$ cat src/rtl/decoder_sel_sequencer.sv
// decoder_sel_sequencer: scan sequencer that produces the 3-to-8 decoder select.
// It walks the enabled channels in ascending order and holds each one for
// dwell+1 cycles. It can run a single pass or scan continuously.
// Optional build macro: SEL_ONEHOT_EN adds a registered one-hot copy of sel.
module decoder_sel_sequencer #(
   parameter  int SEL_W   = 3,
   parameter  int DWELL_W = 8,
   localparam int N       = 1 << SEL_W
) (
   input  logic               clk,
   input  logic               rst,
   input  logic               start,
   input  logic               stop,
   input  logic               mode_cont,
   input  logic [N-1:0]       enable_mask,
   input  logic [DWELL_W-1:0] dwell,
   output logic [SEL_W-1:0]   sel,
   output logic               sel_valid,
   output logic               step_pulse,
   output logic               busy,
`ifdef SEL_ONEHOT_EN
   output logic [N-1:0]       sel_onehot,
`endif
   output logic               done
);

   typedef enum logic {IDLE, SCAN} state_t;

   state_t             state, state_d;
   logic [DWELL_W-1:0] cnt, cnt_d;
   logic [DWELL_W-1:0] dwell_q, dwell_d;
   logic [SEL_W-1:0]   sel_d;
   logic               valid_d, step_d, busy_d, done_d;

   // {found, index} of the lowest set bit of m
   function automatic logic [SEL_W:0] lowest_set(input logic [N-1:0] m);
      logic [SEL_W:0] r;
      r = '0;
      for (int i = N - 1; i >= 0; i--)
         if (m[i]) r = {1'b1, SEL_W'(i)};
      return r;
   endfunction

   // Channels enabled and strictly above the current select
   logic [N-1:0] above_mask;
   for (genvar g = 0; g < N; g++) begin : g_above
      assign above_mask[g] = enable_mask[g] && (SEL_W'(g) > sel);
   end

   logic [SEL_W:0] first_hit, above_hit;
   assign first_hit = lowest_set(enable_mask);
   assign above_hit = lowest_set(above_mask);

   // Next-state and next-output decision; every output is registered below
   always_comb begin
      state_d = state;
      cnt_d   = cnt;
      dwell_d = dwell_q;
      sel_d   = sel;
      valid_d = sel_valid;
      busy_d  = busy;
      step_d  = 1'b0;
      done_d  = 1'b0;
      case (state)
         IDLE: begin
            // stop beats start, and suppresses the empty-mask done as well
            if (start && !stop) begin
               if (first_hit[SEL_W]) begin
                  state_d = SCAN;
                  sel_d   = first_hit[SEL_W-1:0];
                  valid_d = 1'b1;
                  busy_d  = 1'b1;
                  step_d  = 1'b1;
                  cnt_d   = '0;
                  dwell_d = dwell;
               end else begin
                  done_d  = 1'b1;
               end
            end
         end
         SCAN: begin
            if (stop) begin
               state_d = IDLE;
               sel_d   = '0;
               valid_d = 1'b0;
               busy_d  = 1'b0;
               cnt_d   = '0;
            end else if (cnt == dwell_q) begin
               // The mask is only looked at here, so clearing the current
               // channel mid-dwell never cuts its hold short.
               if (above_hit[SEL_W] || (mode_cont && first_hit[SEL_W])) begin
                  sel_d   = above_hit[SEL_W] ? above_hit[SEL_W-1:0]
                                             : first_hit[SEL_W-1:0];
                  step_d  = 1'b1;
                  cnt_d   = '0;
                  dwell_d = dwell;
               end else begin
                  state_d = IDLE;
                  sel_d   = '0;
                  valid_d = 1'b0;
                  busy_d  = 1'b0;
                  done_d  = 1'b1;
                  cnt_d   = '0;
               end
            end else begin
               // cnt stops at dwell_q, so it cannot wrap
               cnt_d = cnt + 1'b1;
            end
         end
         default: state_d = IDLE;
      endcase
   end

   // State register
   always_ff @(posedge clk or posedge rst) begin
      if (rst) state <= IDLE;
      else     state <= state_d;
   end

   // Registered outputs, dwell counter and latched dwell
   always_ff @(posedge clk or posedge rst) begin
      if (rst) begin
         cnt        <= '0;
         dwell_q    <= '0;
         sel        <= '0;
         sel_valid  <= 1'b0;
         step_pulse <= 1'b0;
         busy       <= 1'b0;
         done       <= 1'b0;
      end else begin
         cnt        <= cnt_d;
         dwell_q    <= dwell_d;
         sel        <= sel_d;
         sel_valid  <= valid_d;
         step_pulse <= step_d;
         busy       <= busy_d;
         done       <= done_d;
      end
   end

`ifdef SEL_ONEHOT_EN
   // One-hot select, updated on the same edge as sel
   always_ff @(posedge clk or posedge rst) begin
      if (rst) sel_onehot <= '0;
      else     sel_onehot <= valid_d ? (N'(1) << sel_d) : '0;
   end
`endif

endmodule

$ cat config.mk
export PLATFORM = sky130hd
export DESIGN_NAME = decoder_sel_sequencer
export DESIGN_NICKNAME = d
export VERILOG_FILES = /design/src/rtl/decoder_sel_sequencer.sv
export SDC_FILE = /design/constraint.sdc
export NUM_CORES = 1
export LEC_CHECK = 0
export BUFFER_PORTS_ARGS = -buffer_cell sky130_fd_sc_hd__buf_2
export CAP_MARGIN = 0
export CELL_PAD_IN_SITES_DETAIL_PLACEMENT = 1
export CELL_PAD_IN_SITES_GLOBAL_PLACEMENT = 1
export CORE_MARGIN = 3
export CORE_UTILIZATION = 45
export CTS_CLUSTER_DIAMETER = 60
export DETAILED_ROUTE_END_ITERATION = 7
export PLACE_DENSITY_LB_ADDON = 0.1
export RECOVER_POWER = 50
export SLEW_MARGIN = 10
export SYNTH_ARGS = -nofsm -noshare
export SYNTH_HDL_FRONTEND = slang
export SYNTH_SLANG_ARGS = --single-unit
$ cat constraint.sdc
create_clock -name clk -period 4.4 [get_ports clk]
set_input_delay 0.88 -clock clk [delete_from_list [all_inputs] [get_ports clk]]
set_output_delay 0.88 -clock clk [all_outputs]
set_load 0.05 [all_outputs]
* Word-level counts from Yosys, hierarchy flattened
Index checks and enable logic that the tools add are counted.
Widths: inputs -> output; s select.
** Storage, ports and cells
- Input port bits :: 21
- Logic and storage cells :: 96
- Bits in registers :: 23
- Output and inout port bits :: 7
** Operators by class
- Bitwise operators :: 1
- Multiplexer cells :: 55
- Add/sub/neg operators :: 1
- Reductions and logical operators :: 16
- Eq/ne operators :: 8
- $lt $le $gt $ge :: 8
** Operators with widths (number)
- $mux 8 :: 9
- $mux 4 :: 16
- $pmux 8 s2 :: 2
- $mux 3 :: 6
- $mux 1 :: 17
- $gt 3x3->1 const A :: 4
- $logic_and 1x1->1 :: 10
- $add 8x1->8 const B :: 1
- $eq 8x8->1 :: 1
- $pmux 1 s2 :: 4
- $gt 1x3->1 const A :: 2
- $gt 2x3->1 const A :: 2
- $ne 2x2->1 const B :: 3
- $pmux 3 s2 :: 1
- $reduce_and 5->1 :: 1
- $ne 2x1->1 const B :: 2
- $reduce_and 4->1 :: 1
- $ne 3x2->1 const B :: 1
- $ne 3x3->1 const B :: 1
- $reduce_and 3->1 :: 1
- $reduce_and 2->1 :: 1
- $logic_not 1->1 :: 1
- $logic_or 1x1->1 :: 1
- $not 1->1 :: 1

* Longest topological paths before layout
Gate-level depths: netlist of the first run.
- Depth in word-level cells :: 15
- Mapped depth :: 7

* Worst setup path after synthesis of the first run
Ideal clock, no wire load.
- Kind :: input port to flip-flop
- From :: input port stop
- To :: register dwell_q[1]
- Buffers on the path :: 1
- Stages :: 6
- Slack :: 1.882 ns
- Data required time :: 4.275 ns
- Arrival time :: 2.393 ns
- Cell sequence :: buf_4 nand2b_4 a21oi_2 nor2_4 a211oi_4 mux2_4
** Between the ends
- Longest elaborated chain between the ends :: 4
- Elaborated cells on any way between the ends :: 5
- Classes of those cells :: 2 x eq/ne; 3 x reduce/logical
** Ends and longest elaborated chain
- from (decl) :: line 13 : input logic stop,
- $logic_not 1->1 :: line 67 : if (start && !stop) begin
- $logic_and 1x1->1 :: line 67
- $ne 2x2->1 (no source line)
- $reduce_and 5->1 (no source line) *
- to (signal assigned) :: line 132 : dwell_q <= dwell_d;
- to (decl) :: line 31 : logic [DWELL_W-1:0] dwell_q, dwell_d;
Mark *: on every way between the ends. The rest lies on a longest branch, timed or not.
A chain may end at the register's enable or synchronous reset.

* Worst setup path in the final report of the first run
- From :: input port enable_mask[4]
- To :: register dwell_q[5]
** Between the ends
- Longest elaborated chain between the ends :: 9
- Elaborated cells on any way between the ends :: 16
- Classes of those cells :: 2 x eq/ne; 10 x mux; 4 x reduce/logical
** Ends and longest elaborated chain
- from (decl) :: line 15 : input logic [N-1:0] enable_mask,
- $logic_and 1x1->1 or $mux 4 (tied branches) :: line 47, 40
- $mux 4 (4 in a row) :: line 40 : if (m[i]) r = {1'b1, SEL_W'(i)};
- $mux 4 or $logic_and 1x1->1 (tied branches) :: line 40, 91
- $logic_or 1x1->1 :: line 91 : if (above_hit[SEL_W] || (mode_cont && first_hit[SEL_W])) begin
- $ne 2x1->1 (no source line)
- $reduce_and 5->1 (no source line) *
Marks and branches as above.

==> results of run 1 <==
critical path, cell delays in order:
cell and delay [ns]:
buf_2 0.13, nor4_2 0.44, nand2_1 0.14, and2_4 0.20, o31ai_4 0.38, a211oi_4 0.19, mux2_4 0.34
sequential cells by signal, indices dropped and copies added, names as in the netlist:
signal and flops:
state 1, busy 1, step_pulse 1, done 1, sel 3, dwell_q 8, cnt 8
kinds of logic after synthesis:
group | Yosys count | synth area share
AND/OR/NAND/NOR | 57 | 0.2042
AO/OA/AOI/OAI | 49 | 0.2230
flip-flops | 23 | 0.3758
XOR/XNOR | 11 | 0.06291
buffers and inverters | 11 | 0.03431
multiplexers | 11 | 0.09151
adder cells (fa/ha/maj) | 1 | 0.008169
placed cells by master, fill, tap and decap left out, types with 3 or more instances in the layout:
cell and n:
buf_2 24, dfrtp_1 23, nor2_1 20, o21ai_0 14, nand2_1 11, xnor2_1 11
a21oi_1 9, inv_1 6, mux2_4 6, nand3_1 5, mux2i_1 5, nor2b_1 4
o31ai_1 4, nor3_1 3, a31oi_1 3, clkbuf_4 3, clkbuf_1 3
cell type report:
type	instances	area share
well taps	44	0.03209
flip-flops and latches	23	0.3355
inverters	6	0.01313
multi-input cells	129	0.5266
clock inverters	1	0.002918
clock buffers	3	0.01313
repair buffers	27	0.07659
power by group through the flow:
stage	Clock [mW]	Sequential [mW]	Combinational (mW)
final	0.100	0.279	0.181
after global routing	0.114	0.285	0.200
after CTS	0.102	0.280	0.184
after detailed placement	0	0.283	0.183
after global placement	0	0.281	0.176
after floorplan	0	0.287	0.131
metal layers:
metal / GRT usage / routed length, um
met5: 0 / 0
met4: 0.04749 / 31
met3: 0.02812 / 106
met2: 0.3454 / 1859
met1: 0.2374 / 1591
through the flow:
step           total power [mW]  hold slack, ns  setup slack, ns
2_1_floorplan            0.4179          0.5004            1.882
3_3_place_gp             0.4570          0.5130            1.629
3_5_place_dp             0.4659          0.5232            1.523
4_1_cts                  0.5651          0.5559            1.879
5_1_grt                  0.5996          0.5779            1.826
6_report                 0.5605          0.5554            1.913
worst max-delay path by stage:
stage | from | to | slack (ns) | depth (start not counted)
detailed placement | enable_mask[4] | dwell_q[5] | 1.52 | 7
global route | stop | dwell_q[6] | 1.83 | 6
finish | enable_mask[4] | dwell_q[5] | 1.91 | 7
CTS | enable_mask[4] | dwell_q[5] | 1.88 | 7
global placement | stop | dwell_q[2] | 1.63 | 6
floorplan | stop | dwell_q[1] | 1.88 | 6
==> flow_summary.yaml, run 1 <==
setup_path:
  crit_path_start_kind: "primary input"
  crit_required_ns: 4.61
  endpoint_kind: "flop"
  r2r-start: "sel[2]"
  crit_type: "in2reg"
  regToRegSetupSlack_ns: 2.09
  path_max_fanout: 7
  reg2reg_depth: 6
  reg2reg_to: "dwell_q[5]"
  critPathArrivalTime_ns: 2.70
sta:
  setup_viol: 0
  slew_headroom: 0.4120
  rsz0062_at_grt: "false"
  fin_crit_ns: 2.487
  tightest_slew_ns: 0.8810
  timing.setup.tns_ns: 0
  hold_viol: 0
  finClkSkew_ns: 0.003799
  fin_crit_sh: 0.5652
  drv_slew: 0
  max_freq_mhz: 402.1
clock_network:
  post-cts-setup-buffers: 0
  clk_path_buf_depth: 2
  numCtsBuffers: 3
  htree_levels: 1
  clkSlewWorstSetupHoldPaths_ns: 0.13
  hold_buffers: 0
  tritoncts: "yes"
  cts_sinks: 23
  clock_latency_ns: 0.32
  cts_resized: 0
  cts.root.buffer_cell: "clkbuf_4"
min_path:
  min_from: "dwell_q[1]"
  hold_end: "dwell_q[1]"
  min_path_type: "reg2reg"
  hold_depth: 1
place:
  place_area_sq_mm: 0.001692
  dp.cells: 229
  gp_congestion: 0.8010
  dpl.hpwl_mm: 2.823
  port_buffers: 27
die:
  pin_count: 28
  initial_utilization: 0.4857
  fp.dieW_um: 64.34
  dieHeight_um: 64.34
  die-area_sq_mm: 0.004139
  core_area_sq_mm: 0.003153
  row_count: 20
yosys:
  ys_seq_area_frac: 0.3758
  synth_top_area_share: 0.3758
  async_flop_share: 1.000
  synth-edff-count: 0
  syn_inst: 163
  synth_common_cells: "dfrtp_1, nor2_1, o21ai_0"
  ys.flop_type: "dfrtp_1"
  synth_area_per_cell_sq_um: 9.396
  ys_seq_elements: 23
  ys_types: 43
  syn_nets: 185
  netlist_area_sq_mm: 0.001531
  yosys.area.top_type: "dfrtp_1"
  synth.area.top_cells: "dfrtp_1, xnor2_1, mux2_4"
  yosysMostFrequentCell: "dfrtp_1"
  yosys_warnings: 0
routing:
  routed_wl_mm: 3.588
  ant_nets: 0
  initialDrtViolationCount: 63
  num_vias: 1301
  dr.pass1.iters: 4
  viasPerCell: 5.584
  wire_per_inst_um: 15.40
  remaining_drc_errors: 0
final_layout:
  final_area_sq_mm: 0.001715
  instances_no_fill: 233
  seq_area_sq_um: 575.6
  drive_gt1_frac: 0.2381
  fill_cells: 401
  antenna_cells: 0
  multiInputGateArea_sq_um: 903.4
  area_growth_pct: 12.01
  nets: 212
  utilization: 0.5440
power:
  vdd_drop_max_uv: 118.0
  seqPwrFrac: 0.498
  p_clk_frac: 0.178
  p_int_uw: 356.4
  powerDensity_mw_per_mm2: 326.7
  switchingPower_uw: 204.1
  p_leak_nw: 0.7057
  swShare: 0.3641
  p_comb_frac: 0.324
global_routing:
  grt_pass1_vias: 1395
  grt_max_degree: 24
  grtUsageTotal: 0.1914
  grt-ovfl-total: 0
  grt_pass1_wl_mm: 6.368
  antenna_found_initial: 0
job:
  drv_cap: 0
status:
  status: "complete, no violations"
Note: power is estimated with default switching activity, not from simulation.
==> run 2: changes to the inputs <==
CORE_UTILIZATION = 38   (was 45)
clock period = 2 ns   (was 4.4 ns; I/O delays follow)
==> run 2 against run 1 <==
Compared with the run above:
- sequential share of layout area fell by 5.6 points
- cell count is 17% higher
- sequential power up 120%
- via count is 13% higher
- largest cell class unchanged
- register-to-register slack worse by 2.0 ns
==> flow_summary.yaml, run 2 (synthesized netlist as in run 1, its figures left out) <==
sta:
  timing.setup.tns_ns: 0
  fin_crit_sh: 0.9629
  finalWorstSetupSlack_ns: 0.07412
  hold_viol: 0
  slew_headroom: 0.1559
  tightest_slew_ns: 1.266
  finClkSkew_ns: 0.002459
  setup_viol: 0
  fin_crit_ns: 1.926
  max_freq_mhz: 519.2
  drv_slew: 0
  whs_ns: 0.3584
routing:
  ant_nets: 0
  viasPerCell: 5.399
  initialDrtViolationCount: 38
  remaining_drc_errors: 0
  routed_wl_mm: 4.575
  num_vias: 1474
  dr.pass1.iters: 4
  wire_per_inst_um: 16.76
setup_path:
  crit_path_top_delay_cell: "dfrtp_2"
  r2r-start: "sel[2]"
  crit_required_ns: 2.13
  crit_start: "sel[2]"
  critPathArrivalTime_ns: 2.05
  crit_chain: "a21boi_1 -> o21ai_1 -> nand2_2 -> o31ai_4 -> buf_4 -> nand2b_1 -> o21ai_0"
  regToRegSetupSlack_ns: 0.07
  reg2reg_to: "sel[1]"
  max_stage_delay_ns: 0.44
  path_max_fanout: 7
  crit_type: "reg2reg"
  endpoint_kind: "flop"
  crit_path_start_kind: "flop"
  reg2reg_depth: 7
die:
  dieHeight_um: 69.49
  die-area_sq_mm: 0.004828
  row_count: 22
  pin_count: 28
  fp.dieW_um: 69.49
  core_area_sq_mm: 0.003771
  initial_utilization: 0.4061
power:
  swShare: 0.3540
  vdd_drop_max_uv: 462.1
  p_int_uw: 922.2
  total_power_mw: 1.428
  seqPwrFrac: 0.426
  switchingPower_uw: 505.4
  p_comb_frac: 0.368
  p_clk_frac: 0.206
  powerDensity_mw_per_mm2: 687.8
  p_leak_nw: 0.9102
clock_network:
  clkSlewWorstSetupHoldPaths_ns: 0.08
  hold_buffers: 0
  htree_levels: 1
  cts.root.buffer_cell: "clkbuf_8"
  clk_path_buf_depth: 2
  cts_sinks: 23
  numCtsBuffers: 3
  tritoncts: "yes"
  clock_latency_ns: 0.27
place:
  dpl.hpwl_mm: 3.565
  gp_congestion: 0.8137
  port_buffers: 27
  pre_cts_ws_ns: -0.09367
final_layout:
  nets: 248
  drive_gt1_frac: 0.4178
  layout_common_cells: "buf_4, buf_2, dfrtp_1"
  largest_registers: "cnt (8), dwell_q (8), sel (3)"
  area_growth_pct: 35.54
  antenna_cells: 0
  final_common_cell: "buf_4"
  utilization: 0.5504
global_routing:
  antenna_found_initial: 0
  grtUsageTotal: 0.1896
  grt_pass1_vias: 1512
  grt_max_degree: 24
  grt-ovfl-total: 0
  grt_pass1_wl_mm: 7.452
min_path:
  hold_depth: 2
  min_path_type: "in2reg"
  min_from: "dwell[1]"
  hold_end: "dwell_q[1]"
job:
  drv_cap: 0
status:
  status: "complete, no violations"
==> run 2: cell count changes in the layout (fill, tap and decap cells not counted), sizes merged <==
| cell | change |
|---|---|
| buf | +37 |
| clkbuf | -1 |
==> run 2: layer usage <==
metal	share of wire	GRT usage	vias to the layer above
met1	0.44	0.2505	730
met2	0.51	0.3189	30
li1	-	-	710
met3	0.041	0.03768	4
met5	0	0	-
met4	0.0098	0.04338	0
==> run 2: stage by stage <==
stage	std cells	instance area (sq um)
6_report	273	2076
5_1_grt	273	2076
4_1_cts	271	2041
3_5_place_dp	267	1994
3_3_place_gp	267	1994
2_1_floorplan	163	1570
==> run 2: worst max-delay path, delay by kind of cell (launching register included) <==
family | cells | cell delay (ns)
flops | 1 | 0.44
compound gates | 4 | 0.85
simple gates | 2 | 0.32
buf+inv | 1 | 0.18
==> run 2: worst max path at each step <==
stage            endpoint  slack [ns]
4_1_cts        dwell_q[4]        0.03
5_1_grt            sel[1]       -0.03
2_1_floorplan  dwell_q[1]       -0.02
6_report           sel[1]        0.07
3_5_place_dp   dwell_q[4]       -0.09
3_3_place_gp   dwell_q[4]       -0.05
==> run 2: final cells by class <==
| type | instances | area, sq um |
|---|---|---|
| inverters | 6 | 22.52 |
| well taps | 48 | 60.06 |
| flip-flops and latches | 23 | 579.3 |
| clock buffers | 3 | 41.29 |
| repair buffers | 63 | 412.9 |
| multi-input cells | 129 | 954.7 |
| clock inverters | 1 | 5.005 |
| fillers | 438 | 1695 |
==> run 2: power groups by stage <==
stage                     Sequential (mW)  Clock, mW  Combinational, mW
after CTS                           0.608      0.304              0.502
after detailed placement            0.616          0              0.497
final                               0.609      0.294              0.525
after global placement              0.606          0              0.475
after floorplan                     0.634          0              0.298
after global routing                0.618      0.334              0.569
==> run 2: timing repair <==
action,4_1_cts,5_1_grt
gates resized for setup,0,7
endpoints found under the setup margin,0,11
setup buffers,0,2
==> run 3: changes to the inputs <==
PLACE_DENSITY = 0.71   (was not set)
PLACE_DENSITY_LB_ADDON = not set   (was 0.1)
==> run 3 against run 2 <==
Compared with the run above:
- hold slack improved by 0.0015 ns
- largest cell class unchanged
- first-iteration DRC count shrank 13%
- via count rose by 0.75%
- largest power group unchanged
- critical path type unchanged
- register-to-register slack lost 0.03 ns
- non-clock buffer count is the same
- critical endpoint is now dwell_q[1]
- total power shrank 1.6%
- clock skew up 0.0027 ns
==> flow_summary.yaml, run 3 (synthesized netlist as in run 1, its figures left out) <==
status:
  status: "complete, no violations"
sta:
  finClkSkew_ns: 0.005194
  drv_slew: 0
  tightest_slew_ns: 1.286
  rsz0062_at_grt: "true"
  fin_crit_ns: 1.960
  max_freq_mhz: 510.2
  fin_crit_sh: 0.9801
  setup_viol: 0
  hold_viol: 0
  slew_headroom: 0.1426
die:
  pin_count: 28
  die-area_sq_mm: 0.004828
  row_count: 22
  dieHeight_um: 69.49
  fp.dieW_um: 69.49
  core_area_sq_mm: 0.003771
  initial_utilization: 0.4061
final_layout:
  drive_gt1_frac: 0.4133
  area_growth_pct: 35.13
  utilization: 0.5488
  layout_common_cells: "buf_4, buf_2, nor2_1, dfrtp_1, o21ai_0"
  largest_registers: "cnt (8), dwell_q (8), sel (3)"
  final_area_sq_mm: 0.002069
  nets: 248
  final_common_cell: "buf_4"
  antenna_cells: 0
setup_path:
  crit_path_start_kind: "flop"
  reg2reg_depth: 7
  path_max_fanout: 9
  crit_required_ns: 2.15
  crit_type: "reg2reg"
  critPathArrivalTime_ns: 2.11
  endpoint_kind: "flop"
clock_network:
  htree_levels: 1
  clkSlewWorstSetupHoldPaths_ns: 0.08
  tritoncts: "yes"
  clock_latency_ns: 0.27
  numCtsBuffers: 3
  clk_path_buf_depth: 2
  cts_sinks: 23
  cts.root.buffer_cell: "clkbuf_8"
routing:
  initialDrtViolationCount: 33
  ant_nets: 0
  dr.pass1.iters: 4
  routed_wl_mm: 4.453
  wire_per_inst_um: 16.31
  num_vias: 1485
  viasPerCell: 5.440
  remaining_drc_errors: 0
power:
  powerDensity_mw_per_mm2: 678.9
  p_leak_nw: 0.9060
  vdd_drop_max_uv: 520.1
job:
  drv_cap: 0
global_routing:
  antenna_found_initial: 0
  grt_pass1_wl_mm: 7.445
  grt_pass1_vias: 1507
  grt-ovfl-total: 0
  grt_max_degree: 24
  grtUsageTotal: 0.1893
min_path:
  hold_depth: 2
  min_path_type: "in2reg"
place:
  place_area_sq_mm: 0.002002
  gp_congestion: 0.8820
  dpl.hpwl_mm: 3.537
  port_buffers: 27
[run 3: critical path, stage by stage (launching register included)]
cell and delay (ns):
dfrtp_2 0.48, o21ai_0 0.31, a21oi_2 0.12, nand2_2 0.11, o31ai_4 0.09, a211oi_4 0.26, buf_12 0.17, mux2_4 0.30
[run 3: what timing repair did]
item | 4_1_cts | 5_1_grt
pin swaps | 0 | 2
gates resized for setup | 1 | 3
hold buffers | 0 | 0
setup endpoints to repair | 1 | 13
setup buffers | 0 | 1
[run 3: worst paths after layout]
check,startpoint,endpoint,slack (ns)
setup / recovery,sel[1],dwell_q[1],0.04
hold / removal,dwell[2],dwell_q[2],0.36
setup reg to reg,sel[1],dwell_q[1],0.04
hold reg to reg,dwell_q[2],dwell_q[2],0.54
max in group asynchronous,rst,sel[2],0.61
min in group asynchronous,rst,dwell_q[7],0.53
[run 3: layout make-up]
class	count	area, sq um
tap	48	60.06
timing repair buffer	63	414.1
sequential	23	579.3
inverter	6	22.52
clock buffer	4	45.04
multi-input combinational	129	948.4
fill	465	1702
[run 3: metrics by stage]
| step | power, mW | cells | setup TNS (ns) | worst slack (ns) | hold WS (ns) |
|---|---|---|---|---|---|
| after CTS | 1.419 | 272 | 0 | 0.001783 | 0.1646 |
| after detailed placement | 1.114 | 268 | -0.7043 | -0.1017 | 0.4618 |
| final | 1.405 | 273 | 0 | 0.03985 | 0.3600 |
| after global routing | 1.491 | 273 | -0.3465 | -0.06630 | 0.3628 |
| after floorplan | 0.9316 | 163 | -0.1249 | -0.02082 | 0.4017 |
| after global placement | 1.088 | 268 | -0.2795 | -0.04740 | 0.4477 |
[run 3: per-layer routing]
metal | vias up | part of all wire | track usage | routed length (um)
met5 | - | 0 | 0 | 0
met3 | 8 | 0.038 | 0.04058 | 171
li1 | 710 | - | - | -
met1 | 734 | 0.45 | 0.2473 | 1996
met4 | 0 | 0.012 | 0.03254 | 54
met2 | 33 | 0.50 | 0.3252 | 2231
[run 3: report_power, final]
group          switching [mW]  internal, mW
Combinational           0.268         0.242
Sequential             0.0670         0.532
Clock                   0.153         0.142
